--- src/rtl/dram_req_sched.sv ---
// Request scheduler feeding the DRAM controller FSM: row-hit-biased round-robin
// across requesters, with strict-priority refresh at every idle decision.
module dram_req_sched #(
    parameter int NUM_REQ        = 4,
    parameter int ADDR_WIDTH     = 20,
    parameter int NUM_OF_BANKS   = 8,
    parameter int NUM_OF_ROWS    = 128,
    parameter int MAX_HIT_STREAK = 4
) (
    input  logic                          clk,
    input  logic                          rst_b,
    input  logic [NUM_REQ-1:0]            req_valid,
    input  logic [NUM_REQ-1:0]            req_rw,
    input  logic [NUM_REQ*ADDR_WIDTH-1:0] req_addr,
    output logic [NUM_REQ-1:0]            req_ready,
    input  logic                          refresh_flag,
    output logic                          refresh_req,
    input  logic                          refresh_ack,
    output logic                          issue_valid,
    input  logic                          issue_ready,
    output logic [ADDR_WIDTH-1:0]         issue_addr,
    output logic                          issue_rw,
    output logic [$clog2(NUM_REQ)-1:0]    issue_src,
    output logic                          issue_row_hit,
    input  logic                          done,
    output logic                          refresh_overrun
);

    localparam int SRC_W    = $clog2(NUM_REQ);
    localparam int BANK_W   = $clog2(NUM_OF_BANKS);
    localparam int ROW_W    = $clog2(NUM_OF_ROWS);
    localparam int COL_W    = 3;
    localparam int ROW_LSB  = COL_W;
    localparam int BANK_LSB = COL_W + ROW_W;
    localparam int STRK_W   = $clog2(MAX_HIT_STREAK + 1);

    localparam logic [1:0] ST_IDLE    = 2'd0;
    localparam logic [1:0] ST_ISSUE   = 2'd1;
    localparam logic [1:0] ST_BUSY    = 2'd2;
    localparam logic [1:0] ST_REFRESH = 2'd3;

    logic [1:0]                          state_q, state_d;
    logic [SRC_W-1:0]                    rr_ptr_q, rr_ptr_d;
    logic [STRK_W-1:0]                   hit_streak_q, hit_streak_d;
    logic [NUM_OF_BANKS-1:0]             open_vld_q, open_vld_d;
    logic [NUM_OF_BANKS-1:0][ROW_W-1:0]  open_row_q, open_row_d;
    logic                                refresh_pending_q, refresh_pending_d;
    logic                                refresh_overrun_q, refresh_overrun_d;
    logic                                refresh_req_q, refresh_req_d;
    logic [NUM_REQ-1:0]                  req_ready_q, req_ready_d;
    logic                                issue_valid_q, issue_valid_d;
    logic [ADDR_WIDTH-1:0]               issue_addr_q, issue_addr_d;
    logic                                issue_rw_q, issue_rw_d;
    logic [SRC_W-1:0]                    issue_src_q, issue_src_d;
    logic                                issue_row_hit_q, issue_row_hit_d;

    logic [NUM_REQ-1:0][BANK_W-1:0]      req_bank;
    logic [NUM_REQ-1:0][ROW_W-1:0]       req_row;
    logic [NUM_REQ-1:0]                  req_hit;
    logic [NUM_REQ-1:0]                  cand;
    logic                                use_hits;
    logic                                grant_found;
    logic [SRC_W-1:0]                    grant_idx;
    logic [SRC_W-1:0]                    rr_idx;
    logic                                grant_hit;
    logic                                ack_take;
    logic [BANK_W-1:0]                   issue_bank;

    always_comb begin
        req_bank = '0;
        req_row  = '0;
        req_hit  = '0;
        for (int unsigned i = 0; i < NUM_REQ; i++) begin
            req_bank[i] = req_addr[i*ADDR_WIDTH + BANK_LSB +: BANK_W];
            req_row[i]  = req_addr[i*ADDR_WIDTH + ROW_LSB +: ROW_W];
            req_hit[i]  = req_valid[i] && open_vld_q[req_bank[i]] &&
                          (open_row_q[req_bank[i]] == req_row[i]);
        end
    end

    // Scan candidates starting at rr_ptr, wrapping, so the first match wins.
    always_comb begin
        use_hits    = (|req_hit) && (hit_streak_q < STRK_W'(MAX_HIT_STREAK));
        cand        = use_hits ? req_hit : req_valid;
        grant_found = 1'b0;
        grant_idx   = '0;
        rr_idx      = rr_ptr_q;
        for (int unsigned k = 0; k < NUM_REQ; k++) begin
            if (!grant_found && cand[rr_idx]) begin
                grant_found = 1'b1;
                grant_idx   = rr_idx;
            end
            rr_idx = (rr_idx == SRC_W'(NUM_REQ - 1)) ? '0 : rr_idx + 1'b1;
        end
        grant_hit = req_hit[grant_idx];
    end

    assign issue_bank = issue_addr_q[BANK_LSB +: BANK_W];
    assign ack_take   = (state_q == ST_REFRESH) && refresh_ack;

    always_comb begin
        state_d           = state_q;
        rr_ptr_d          = rr_ptr_q;
        hit_streak_d      = hit_streak_q;
        open_vld_d        = open_vld_q;
        open_row_d        = open_row_q;
        refresh_req_d     = refresh_req_q;
        req_ready_d       = '0;
        issue_valid_d     = issue_valid_q;
        issue_addr_d      = issue_addr_q;
        issue_rw_d        = issue_rw_q;
        issue_src_d       = issue_src_q;
        issue_row_hit_d   = issue_row_hit_q;
        // A flag coinciding with the ack queues a fresh refresh rather than overrunning.
        refresh_pending_d = (refresh_pending_q && !ack_take) || refresh_flag;
        refresh_overrun_d = refresh_overrun_q ||
                            (refresh_flag && refresh_pending_q && !ack_take);

        case (state_q)
            ST_IDLE: begin
                if (refresh_pending_q) begin
                    state_d       = ST_REFRESH;
                    refresh_req_d = 1'b1;
                end else if (grant_found) begin
                    state_d                = ST_ISSUE;
                    req_ready_d[grant_idx] = 1'b1;
                    issue_valid_d          = 1'b1;
                    issue_addr_d           = req_addr[grant_idx*ADDR_WIDTH +: ADDR_WIDTH];
                    issue_rw_d             = req_rw[grant_idx];
                    issue_src_d            = grant_idx;
                    issue_row_hit_d        = grant_hit;
                    rr_ptr_d = (grant_idx == SRC_W'(NUM_REQ - 1)) ? '0 : grant_idx + 1'b1;
                    if (!grant_hit) begin
                        hit_streak_d = '0;
                    end else if (hit_streak_q != STRK_W'(MAX_HIT_STREAK)) begin
                        hit_streak_d = hit_streak_q + 1'b1;
                    end
                end
            end
            ST_ISSUE: begin
                if (issue_ready) begin
                    state_d                = ST_BUSY;
                    issue_valid_d          = 1'b0;
                    open_vld_d[issue_bank] = 1'b1;
                    open_row_d[issue_bank] = issue_addr_q[ROW_LSB +: ROW_W];
                end
            end
            ST_BUSY: begin
                if (done) begin
                    state_d = ST_IDLE;
                end
            end
            ST_REFRESH: begin
                if (refresh_ack) begin
                    state_d       = ST_IDLE;
                    refresh_req_d = 1'b0;
                    open_vld_d    = '0;
                end
            end
            default: state_d = ST_IDLE;
        endcase
    end

    always_ff @(posedge clk or negedge rst_b) begin
        if (!rst_b) begin
            state_q           <= ST_IDLE;
            rr_ptr_q          <= '0;
            hit_streak_q      <= '0;
            open_vld_q        <= '0;
            open_row_q        <= '0;
            refresh_pending_q <= 1'b0;
            refresh_overrun_q <= 1'b0;
            refresh_req_q     <= 1'b0;
            req_ready_q       <= '0;
            issue_valid_q     <= 1'b0;
            issue_addr_q      <= '0;
            issue_rw_q        <= 1'b0;
            issue_src_q       <= '0;
            issue_row_hit_q   <= 1'b0;
        end else begin
            state_q           <= state_d;
            rr_ptr_q          <= rr_ptr_d;
            hit_streak_q      <= hit_streak_d;
            open_vld_q        <= open_vld_d;
            open_row_q        <= open_row_d;
            refresh_pending_q <= refresh_pending_d;
            refresh_overrun_q <= refresh_overrun_d;
            refresh_req_q     <= refresh_req_d;
            req_ready_q       <= req_ready_d;
            issue_valid_q     <= issue_valid_d;
            issue_addr_q      <= issue_addr_d;
            issue_rw_q        <= issue_rw_d;
            issue_src_q       <= issue_src_d;
            issue_row_hit_q   <= issue_row_hit_d;
        end
    end

    assign req_ready       = req_ready_q;
    assign refresh_req     = refresh_req_q;
    assign issue_valid     = issue_valid_q;
    assign issue_addr      = issue_addr_q;
    assign issue_rw        = issue_rw_q;
    assign issue_src       = issue_src_q;
    assign issue_row_hit   = issue_row_hit_q;
    assign refresh_overrun = refresh_overrun_q;

endmodule

--- config.mk ---
export PLATFORM = sky130hd
export DESIGN_NAME = dram_req_sched
export DESIGN_NICKNAME = d
export VERILOG_FILES = /design/src/rtl/dram_req_sched.sv
export SDC_FILE = /design/constraint.sdc
export NUM_CORES = 1
export LEC_CHECK = 0
export BUFFER_PORTS_ARGS = -buffer_cell sky130_fd_sc_hd__buf_2
export CAP_MARGIN = 10
export CORE_ASPECT_RATIO = 1.25
export CORE_UTILIZATION = 37
export CTS_BUF_LIST = sky130_fd_sc_hd__clkbuf_2 sky130_fd_sc_hd__clkbuf_4 sky130_fd_sc_hd__clkbuf_8
export DETAILED_ROUTE_END_ITERATION = 8
export GPL_ROUTABILITY_DRIVEN = 0
export GPL_TIMING_DRIVEN = 0
export HOLD_SLACK_MARGIN = 0.1
export PLACE_DENSITY = 0.59
export SLEW_MARGIN = 5
export SYNTH_ARGS = -nofsm -noshare
export SYNTH_HDL_FRONTEND = slang
export SYNTH_SLANG_ARGS = --single-unit
--- constraint.sdc ---
create_clock -name clk -period 3.4 [get_ports clk]
set_input_delay 0.85 -clock clk [delete_from_list [all_inputs] [get_ports clk]]
set_output_delay 0.85 -clock clk [all_outputs]
set_load 0.02 [all_outputs]
## After elaboration in Yosys (flattened, before gate mapping)

Cells that the tools add are included.
W data, S select, Z words.

| storage, ports and cells | value |
|---|---|
| register bits | 103 |
| input bits | 94 |
| output and inout bits | 31 |
| logic and storage cells | 168 |

| cells by class | value |
|---|---|
| add/sub/neg operators | 5 |
| multipliers | 1 |
| order comparisons | 13 |
| equality and inequality tests | 20 |
| shift-type cells | 1 |
| multiplexer cells | 69 |
| bitwise logic cells | 2 |
| reductions and logical operators | 36 |

Operators with widths:

| operator | count |
|---|---|
| $bmux W7 S3 | 4 |
| $shiftx A80 B8 Y20 | 1 |
| $bwmux W56 | 1 |
| $mux W7 | 5 |
| $eq A7 B7 Y1 | 4 |
| $mux W2 | 13 |
| $demux W7 S3 | 1 |
| $mux W1 | 21 |
| $lt A3 B4 Y1 const B | 5 |
| $logic_and A1 B1 Y1 | 18 |
| $mux W4 | 4 |
| $mux W8 | 2 |
| $pmux W8 S2 | 1 |
| $lt A2 B3 Y1 const B | 5 |
| $bmux W1 S2 | 6 |
| $bmux W1 S3 | 4 |
| $eq A2 B2 Y1 const B | 6 |
| $ne A2 B2 Y1 const B | 6 |
| $reduce_and A4 Y1 | 3 |
| $reduce_and A3 Y1 | 3 |
| $add A2 B1 Y2 const B | 4 |
| $or A8 B8 Y8 | 1 |
| $pmux W2 S4 | 1 |
| $mux W3 | 2 |
| 18 further kinds | 26 |

## Depth between registers and ports, before layout

Gate-level depths: netlist (run 1).

| depth | value |
|---|---|
| depth after elaboration | 26 |
| mapped depth | 18 |
| gate-level depth less buffers | 13 |

## Least setup slack after synthesis (run 1)

OpenSTA, ideal clock, no wires.

| timing | value |
|---|---|
| kind | input port to flip-flop |
| start | input port req_addr[10] |
| end | register issue_addr_q[2] (netlist: issue_addr[2]) |
| setup time | 0.077 ns |
| data arrival time | 4.351 ns |
| required time | 3.323 ns |
| setup slack | -1.028 ns |
| stages on the path | 16 |
| path buffers | 3 |
| path through | buf_4 -> buf_6 -> mux4_2 -> mux2i_1 -> xnor2_1 -> nor4b_1 -> and4_1 -> o41a_1 -> a2111oi_2 -> a32oi_1 -> a21boi_1 -> o2111ai_4 -> inv_4 -> buf_6 -> mux2_4 -> o21ai_1 |

| between the ends | value |
|---|---|
| word-level cells in the longest chain between the ends | 21 |
| elaborated cells between the ends (all ways) | 35 |
| classes of those cells | mul (1); eq/ne (1); shift (1); mux (21); reduce/logical (11) |

Ends and longest elaborated chain:

| what | RTL line | source |
|---|---|---|
| from (decl) | 14 | `input logic [NUM_REQ*ADDR_WIDTH-1:0] req_addr,` |
| $bmux W7 S3 or $bmux W1 S3 (tied branches) | 77, 76 |  |
| $mux W7 (implied by the code) or $mux W1 (tied branches) | 77, 76 |  |
| $eq A7 B7 Y1 or $logic_and A1 B1 Y1 (tied branches) | 77, 76 |  |
| $logic_and A1 B1 Y1 (*) | 76 | `req_hit[i] = req_valid[i] && open_vld_q[req_bank[i]] &&` |
| $reduce_or A4 Y1 | 83 | `use_hits = (\|req_hit) && (hit_streak_q < STRK_W'(MAX_HIT_STREAK));` |
| $logic_and A1 B1 Y1 | 83 |  |
| $mux W4 (*) | 84 | `cand = use_hits ? req_hit : req_valid;` |
| $bmux W1 S2 | 89 | `if (!grant_found && cand[rr_idx]) begin` |
| (+6 left out) | - |  |
| $logic_and A1 B1 Y1 | 89 |  |
| $mux W1 | 89 |  |
| $logic_not A1 Y1 | 89 |  |
| $logic_and A1 B1 Y1 | 89 |  |
| $mux W2 (*) | 89 |  |
| named net grant_idx[0] | 63 | `logic [SRC_W-1:0] grant_idx;` |
| $mul A2 B3 Y5 (*) | 128 | `issue_addr_d = req_addr[grant_idx*ADDR_WIDTH +: ADDR_WIDTH];` |
| $shiftx A80 B8 Y20 (*) | 128 |  |
| to (signal assigned) | 191 | `issue_addr_q <= issue_addr_d;` |
| to (decl) | 52 | `logic [ADDR_WIDTH-1:0] issue_addr_q, issue_addr_d;` |

Mark *: on every way through the listed nets, which the timed path passes. The rest lies on a longest branch. The select of a mux whose other input is x is not followed.
A chain may end at the register's enable or synchronous reset.

## Worst setup path after layout (run 1)

| timing | value |
|---|---|
| start | input port req_addr[32] |
| end | register issue_addr_q[2] (netlist: issue_addr[2]) |

Same word-level chain as after synthesis.

==> metrics.md, run 1 <==
| Metric | Value |
|---|---|
| Synth Net Count | 744 |
| Min Tclk post-route | 4230 ps |
| Commonest non-fill, non-tap cell in the layout | buf_2 |
| Critical Path AT | 4560 ps |
| Final hold slack | 331 ps |
| Synth warn | 0 |
| Largest family of logic cells by synthesized area | multiplexers |
| Clock skew | 14.1 ps |
| Fmax | 0.236 GHz |
| Compound-gate portion of the synthesized area | 0.0884 |
| Cell area after layout | 0.0100 mm^2 |
| Longest Clk Path Bufs | 2 |
| Placed inst area | 0.00875 mm^2 |
| Area growth syn-to-layout | 30.3% |
| HP Class | in -> async |
| Ys flop type | dfrtp_1 |
| Die area | 0.0214 mm^2 |
| Wire per inst | 22.9 um |
| Syn_area_per_cell | 12.0 um^2 |
| Remaining DRCs | 0 |
| Clk_lat worst skew | 410 ps |
| Clock buffer count from CTS | 9 |
| Vias in the first global route | 6002 |
| Startpoint Class | input port |
| Simple logic cell fraction of the synthesized area | 0.0895 |
| Critical Path Sink Type | flip-flop |
| Worst Path Buf+Inv | 4 |
| Final setup vio count | 35 |
| Fraction of registers with async set/reset | 1.00 |
| Grt ovf | 0 |
| Final wirelength | 25200 um |
| Peak supply drop | 0.000451 V |
| Post-Syn Instances | 643 |
| Cell Count, Final, Fillers Out | 1100 |
| Synth Area in Adders | 0.0114 |
| Tot Pwr | 8.38 mW |
| Power Density | 836 mW/mm^2 |
| IO Port Bufs | 114 |
| Synth Area in XOR/XNOR | 0.0285 |
| Rows | 58 |
| Worst slack at placement | -2150 ps |
| GRT Total Usage | 0.236 |
| Ranking of synthesized cells by area | dfrtp_1 (34%), mux4_2 (16%), mux2i_1 (11%) |
| Crit-path max FO | 10 |
| Top-area cell type share of the netlist area | 0.335 |
| # diodes | 0 |
| Post-synth EDFFs | 0 |
| Starting Density | 0.380 |
| Post-Syn Area | 0.00768 mm^2 |
| Failing checks | negative setup slack |
| Crit Path Category | in -> reg |
| Clk root buf | clkbuf_8 |
| Die W | 131 um |
| Slew Limit Headroom | 0.112 |
| Final worst path period share | 1.24 |
| Starting DRT DRC Count | 422 |
| Vias per cell | 5.76 |
| Ratio of cells with drive above 1 in the final layout | 0.510 |
| Area leader, netlist | dfrtp_1 |
| Hold Vio Cnt, Final | 0 |
| IO Pins | 125 |
| DR vias | 6336 |
| Fin worst setup slack | -833 ps |
| Register area share after synthesis | 0.335 |
| CTS H-tree depth | 3 |
| Worst-Margin Slew | 1330 ps |
| DP Wirelength | 17400 um |
| Core area | 0.0202 mm^2 |
| Most frequent cells in the layout | buf_2 (113), dfrtp_1 (103), mux2i_1 (76) |
| ANT nets after route | 0 |
| Synthesized flop and latch total | 103 |
| Status | complete, but fails checks |
| CP top delay family | compound AO/OA/AOI/OAI gates |
| Antenna violations before repair | 0 |
| CTS Sinks | 103 |
| CP max stage delay | 580 ps |
| First-pass GRT wire length | 36200 um |
| Cell Chain, Critical Path | buf_4, buf_6, mux4_2, mux2i_2, xor2_1, nand4_1, or4b_4, a31o_1, a2111oi_2, a32oi_1, a21boi_4, o2111ai_4, inv_4, buf_12, mux2_4, o21ai_1 |
| Setup TNS | -25980 ps |
| Clock Pin Slew Worst Setup and Hold Paths | 120 ps |
| Placed cell count | 1030 |
| Leak | 4.50 nW |
| Mux share of post-synthesis cell area | 0.401 |
| RSZ-0062 raised after global routing | true |
| Fin. max-slew vios | 0 |
| WP data required | 3730 ps |
| Slowest CP cell | or4b_4 |
| Fin nets | 927 |
| CTS tree | yes |
| Die extent in y | 163 um |
| Layout Utilization | 0.495 |
| Maxcap violations | 0 |
| Largest net degree at the start of global routing | 64 |
| First-pass iteration count of the detailed router | 5 |
| Cell variety after synth | 69 |
## where the power goes
| group | leakage [nW] | total [mW] | switching [mW] | internal [mW] |
|---|---|---|---|---|
| combinational | 3.07 | 5.03 | 2.32 | 2.71 |
| clock | 0.116 | 0.993 | 0.502 | 0.491 |
| sequential | 1.32 | 2.35 | 0.632 | 1.72 |
## synthesized netlist by cell type (8+ instances only)
cell and instances:
dfrtp_1 103, mux2i_1 82, mux2_2 63, mux4_2 55, nand2_1 45, xor2_1 22
inv_1 20, mux2_4 19, nor2_1 18, o21ai_1 17, buf_2 16, clkbuf_1 14
nand3_1 11, o21ai_0 9, a21oi_1 8, o211ai_1 8
## logic make-up (layout without fill, tap and decap cells)
| kind of cell | count (synthesis) | count (layout) |
|---|---|---|
| mux | 220 | 220 |
| simple gates | 129 | 129 |
| flops | 103 | 103 |
| compound gates | 94 | 94 |
| buf+inv | 65 | 252 |
| xor+xnor | 25 | 25 |
| fa+ha+maj | 7 | 7 |
## layout make-up
cell class	count	area (um^2)
fill	1853	10200
multi-input combinational	475	5060
sequential	103	2580
timing repair buffer	173	1180
buffer	43	539
tap	270	338
clock buffer	9	124
clock inverter	6	115
inverter	21	81.3
## path summary, 6_finish.rpt
kind                                       from               to  slack (ps)  depth (start not counted)
worst max-delay path               req_addr[32]    issue_addr[2]        -830                         16
worst min-delay path                      rst_b     req_ready[2]         330                          1
worst max register to register   open_row_q[51]    issue_addr[2]        -670                         14
worst min register to register  refresh_overrun  refresh_overrun         480                          1
max in group asynchronous                 rst_b   open_row_q[53]        2390                          2
min in group clk                refresh_overrun  refresh_overrun         480                          1
## state kept, by name, summed over array words and instances (netlist names)
register           cells
refresh_overrun        1
rr_ptr_q               2
state_q                2
open_vld_q             8
issue_valid            1
hit_streak_q           3
issue_addr            20
open_row_q            56
issue_row_hit          1
issue_src              2
req_ready              4
refresh_req            1
issue_rw               1
refresh_pending_q      1
## repair_timing
action                                 in CTS  in global routing
pin swaps                                  20                 13
endpoints found under the hold margin       0                  0
resized for setup                          68                 58
gates cloned                                1                  3
setup endpoints to repair                  35                 35
buffers inserted                           30                 22
hold buffers                                0                  0
## routing by layer
metal / GRT usage / wire length [um] / up-vias
met5: 0 / 0 / -
li1: - / - / 2811
met2: 0.397 / 12400 / 275
met3: 0.0380 / 1530 / 50
met4: 0.0867 / 789 / 0
met1: 0.303 / 10500 / 3200
(Power assumes the default switching activity.)
==> run 2, diff against run 1 <==
--- a/config.mk
+++ b/config.mk
@@ -8,13 +8,13 @@
 export BUFFER_PORTS_ARGS = -buffer_cell sky130_fd_sc_hd__buf_2
 export CAP_MARGIN = 10
 export CORE_ASPECT_RATIO = 1.25
-export CORE_UTILIZATION = 37
+export CORE_UTILIZATION = 54
 export CTS_BUF_LIST = sky130_fd_sc_hd__clkbuf_2 sky130_fd_sc_hd__clkbuf_4 sky130_fd_sc_hd__clkbuf_8
 export DETAILED_ROUTE_END_ITERATION = 8
 export GPL_ROUTABILITY_DRIVEN = 0
 export GPL_TIMING_DRIVEN = 0
 export HOLD_SLACK_MARGIN = 0.1
-export PLACE_DENSITY = 0.59
+export PLACE_DENSITY = 0.81
 export SLEW_MARGIN = 5
 export SYNTH_ARGS = -nofsm -noshare
 export SYNTH_HDL_FRONTEND = slang
==> run 2 against run 1 <==
Effect of this change: the flow still finishes with violations (negative setup slack); routed wire length decreased by 3.3%; sequential cell count is the same; worst setup slack lost 100 ps; via count is 6.5% higher; die area shrank 31%; highest routed layer unchanged.
==> metrics.md, run 2 (same netlist as run 1, synthesis figures left out) <==
| Metric | Value |
|---|---|
| Status | complete, but fails checks |
| Failing checks | negative setup slack |
| Final setup vio count | 35 |
| Setup TNS | -29710 ps |
| Largest register by flop count | open_row_q |
| Worst-Margin Slew | 1080 ps |
| Reg2Reg Depth | 15 |
| Clock skew | 15.0 ps |
| Cell Count, Final, Fillers Out | 989 |
| Vias in the first global route | 6727 |
| CTS H-tree depth | 3 |
| Placed inst area | 0.00862 mm^2 |
| Rows | 48 |
| Sequential cell area | 0.00258 mm^2 |
| Most frequent cells in the layout | buf_2 (114), dfrtp_1 (103), mux2i_1 (73) |
| Slew Limit Headroom | 0.281 |
| # diodes | 0 |
| Footprint of the multi-input gates | 0.00509 mm^2 |
| IO Pins | 125 |
| Layout Utilization | 0.698 |
| Grt ovf | 0 |
| HP Class | in -> async |
| Critical Path Sink Type | flip-flop |
| Startpoint Class | input port |
| Die area | 0.0147 mm^2 |
| Cell area after layout | 0.00968 mm^2 |
| WP data required | 3720 ps |
| DR vias | 6750 |
| Die W | 109 um |
| Fmax | 0.231 GHz |
| Largest net degree at the start of global routing | 56 |
| Area growth syn-to-layout | 25.9% |
| Max reg flops | 56 |
| IO Port Bufs | 114 |
| Leak | 4.39 nW |
| GRT Total Usage | 0.329 |
| First-pass GRT wire length | 35700 um |
| First-pass iteration count of the detailed router | 5 |
| Clk_lat worst skew | 400 ps |
| Starting Density | 0.554 |
| Worst slack at placement | -1850 ps |
| Crit-path max FO | 10 |
| Worst Setup SP | req_addr[70] |
| ANT nets after route | 0 |
| DP Wirelength | 16600 um |
| Crit Path Category | in -> reg |
| Core area | 0.0139 mm^2 |
| Clock Pin Slew Worst Setup and Hold Paths | 110 ps |
| Post-CTS Hold Fix Bufs | 0 |
| Starting DRT DRC Count | 611 |
| Hold Vio Cnt, Final | 0 |
| Clk root buf | clkbuf_8 |
| FF-to-FF End | issue_addr[7] |
| Antenna violations before repair | 0 |
| R2r startpoint | open_row_q[24] |
| Peak supply drop | 0.000600 V |
| Fin nets | 910 |
| Maxcap violations | 0 |
| CTS tree | yes |
| Fin. max-slew vios | 0 |
| Vias per cell | 6.83 |
| RSZ-0062 raised after global routing | true |
| Fin worst setup slack | -934 ps |
| Fill count | 949 |
| Commonest non-fill, non-tap cell in the layout | buf_2 |
| Wire per inst | 24.6 um |
| Remaining DRCs | 0 |
| Die extent in y | 135 um |
| Critical Path AT | 4650 ps |
| CTS Sinks | 103 |
| Ratio of cells with drive above 1 in the final layout | 0.506 |
| Placed cell count | 934 |
| R2R setup slack | -730 ps |
| Tot Pwr | 8.11 mW |
| Final worst path period share | 1.27 |
| Final wirelength | 24300 um |
| Longest Clk Path Bufs | 2 |
| Min Tclk post-route | 4330 ps |
| Final hold slack | 472 ps |
| Power Density | 838 mW/mm^2 |
| Clock buffer count from CTS | 9 |
## run 2: area by class of cell
| cell class | instances | area share |
|---|---|---|
| buffer | 43 | 0.0542 |
| timing repair buffer | 155 | 0.104 |
| sequential | 103 | 0.266 |
| tap | 175 | 0.0226 |
| multi-input combinational | 476 | 0.526 |
| clock buffer | 9 | 0.0128 |
| clock inverter | 7 | 0.00556 |
| inverter | 21 | 0.00840 |
## run 2: repair_timing
| action | 4_1_cts | 5_1_grt |
|---|---|---|
| setup endpoints to repair | 35 | 35 |
| pin swaps | 28 | 32 |
| resized for setup | 73 | 46 |
| setup buffers | 17 | 17 |
| cloned | 5 | 1 |
## run 2: worst max-delay path by stage
stage,endpoint,slack [ps],depth (start not counted)
4_1_cts,issue_addr[7],-830,16
2_1_floorplan,issue_addr[2],-1000,16
6_report,issue_addr[7],-930,16
5_1_grt,hit_streak_q[0],-1120,17
3_3_place_gp,issue_addr[7],-1730,16
3_5_place_dp,issue_addr[7],-1850,16
## run 2: power breakdown
group	switching, mW	internal (mW)
sequential	0.634	1.72
clock	0.474	0.276
combinational	2.39	2.61
total	3.50	4.61
## run 2: worst max-delay path, stage by stage
cell,delay [ps]
buf_8,150
buf_12,160
mux4_2,510
mux2i_2,190
xor2_1,250
nand4_1,140
or3_4,450
a31o_1,260
a2111oi_4,300
a32oi_1,140
a21boi_4,170
o2111ai_4,320
inv_4,130
buf_12,170
mux2_4,320
o21ai_2,140
## run 2: layer usage
layer | global-route usage | vias to the layer above | wire length (um)
met5 | 0 | - | 0
met3 | 0.0794 | 152 | 2350
met1 | 0.384 | 3310 | 8580
met4 | 0.193 | 0 | 1540
met2 | 0.548 | 492 | 11900
li1 | - | 2796 | -
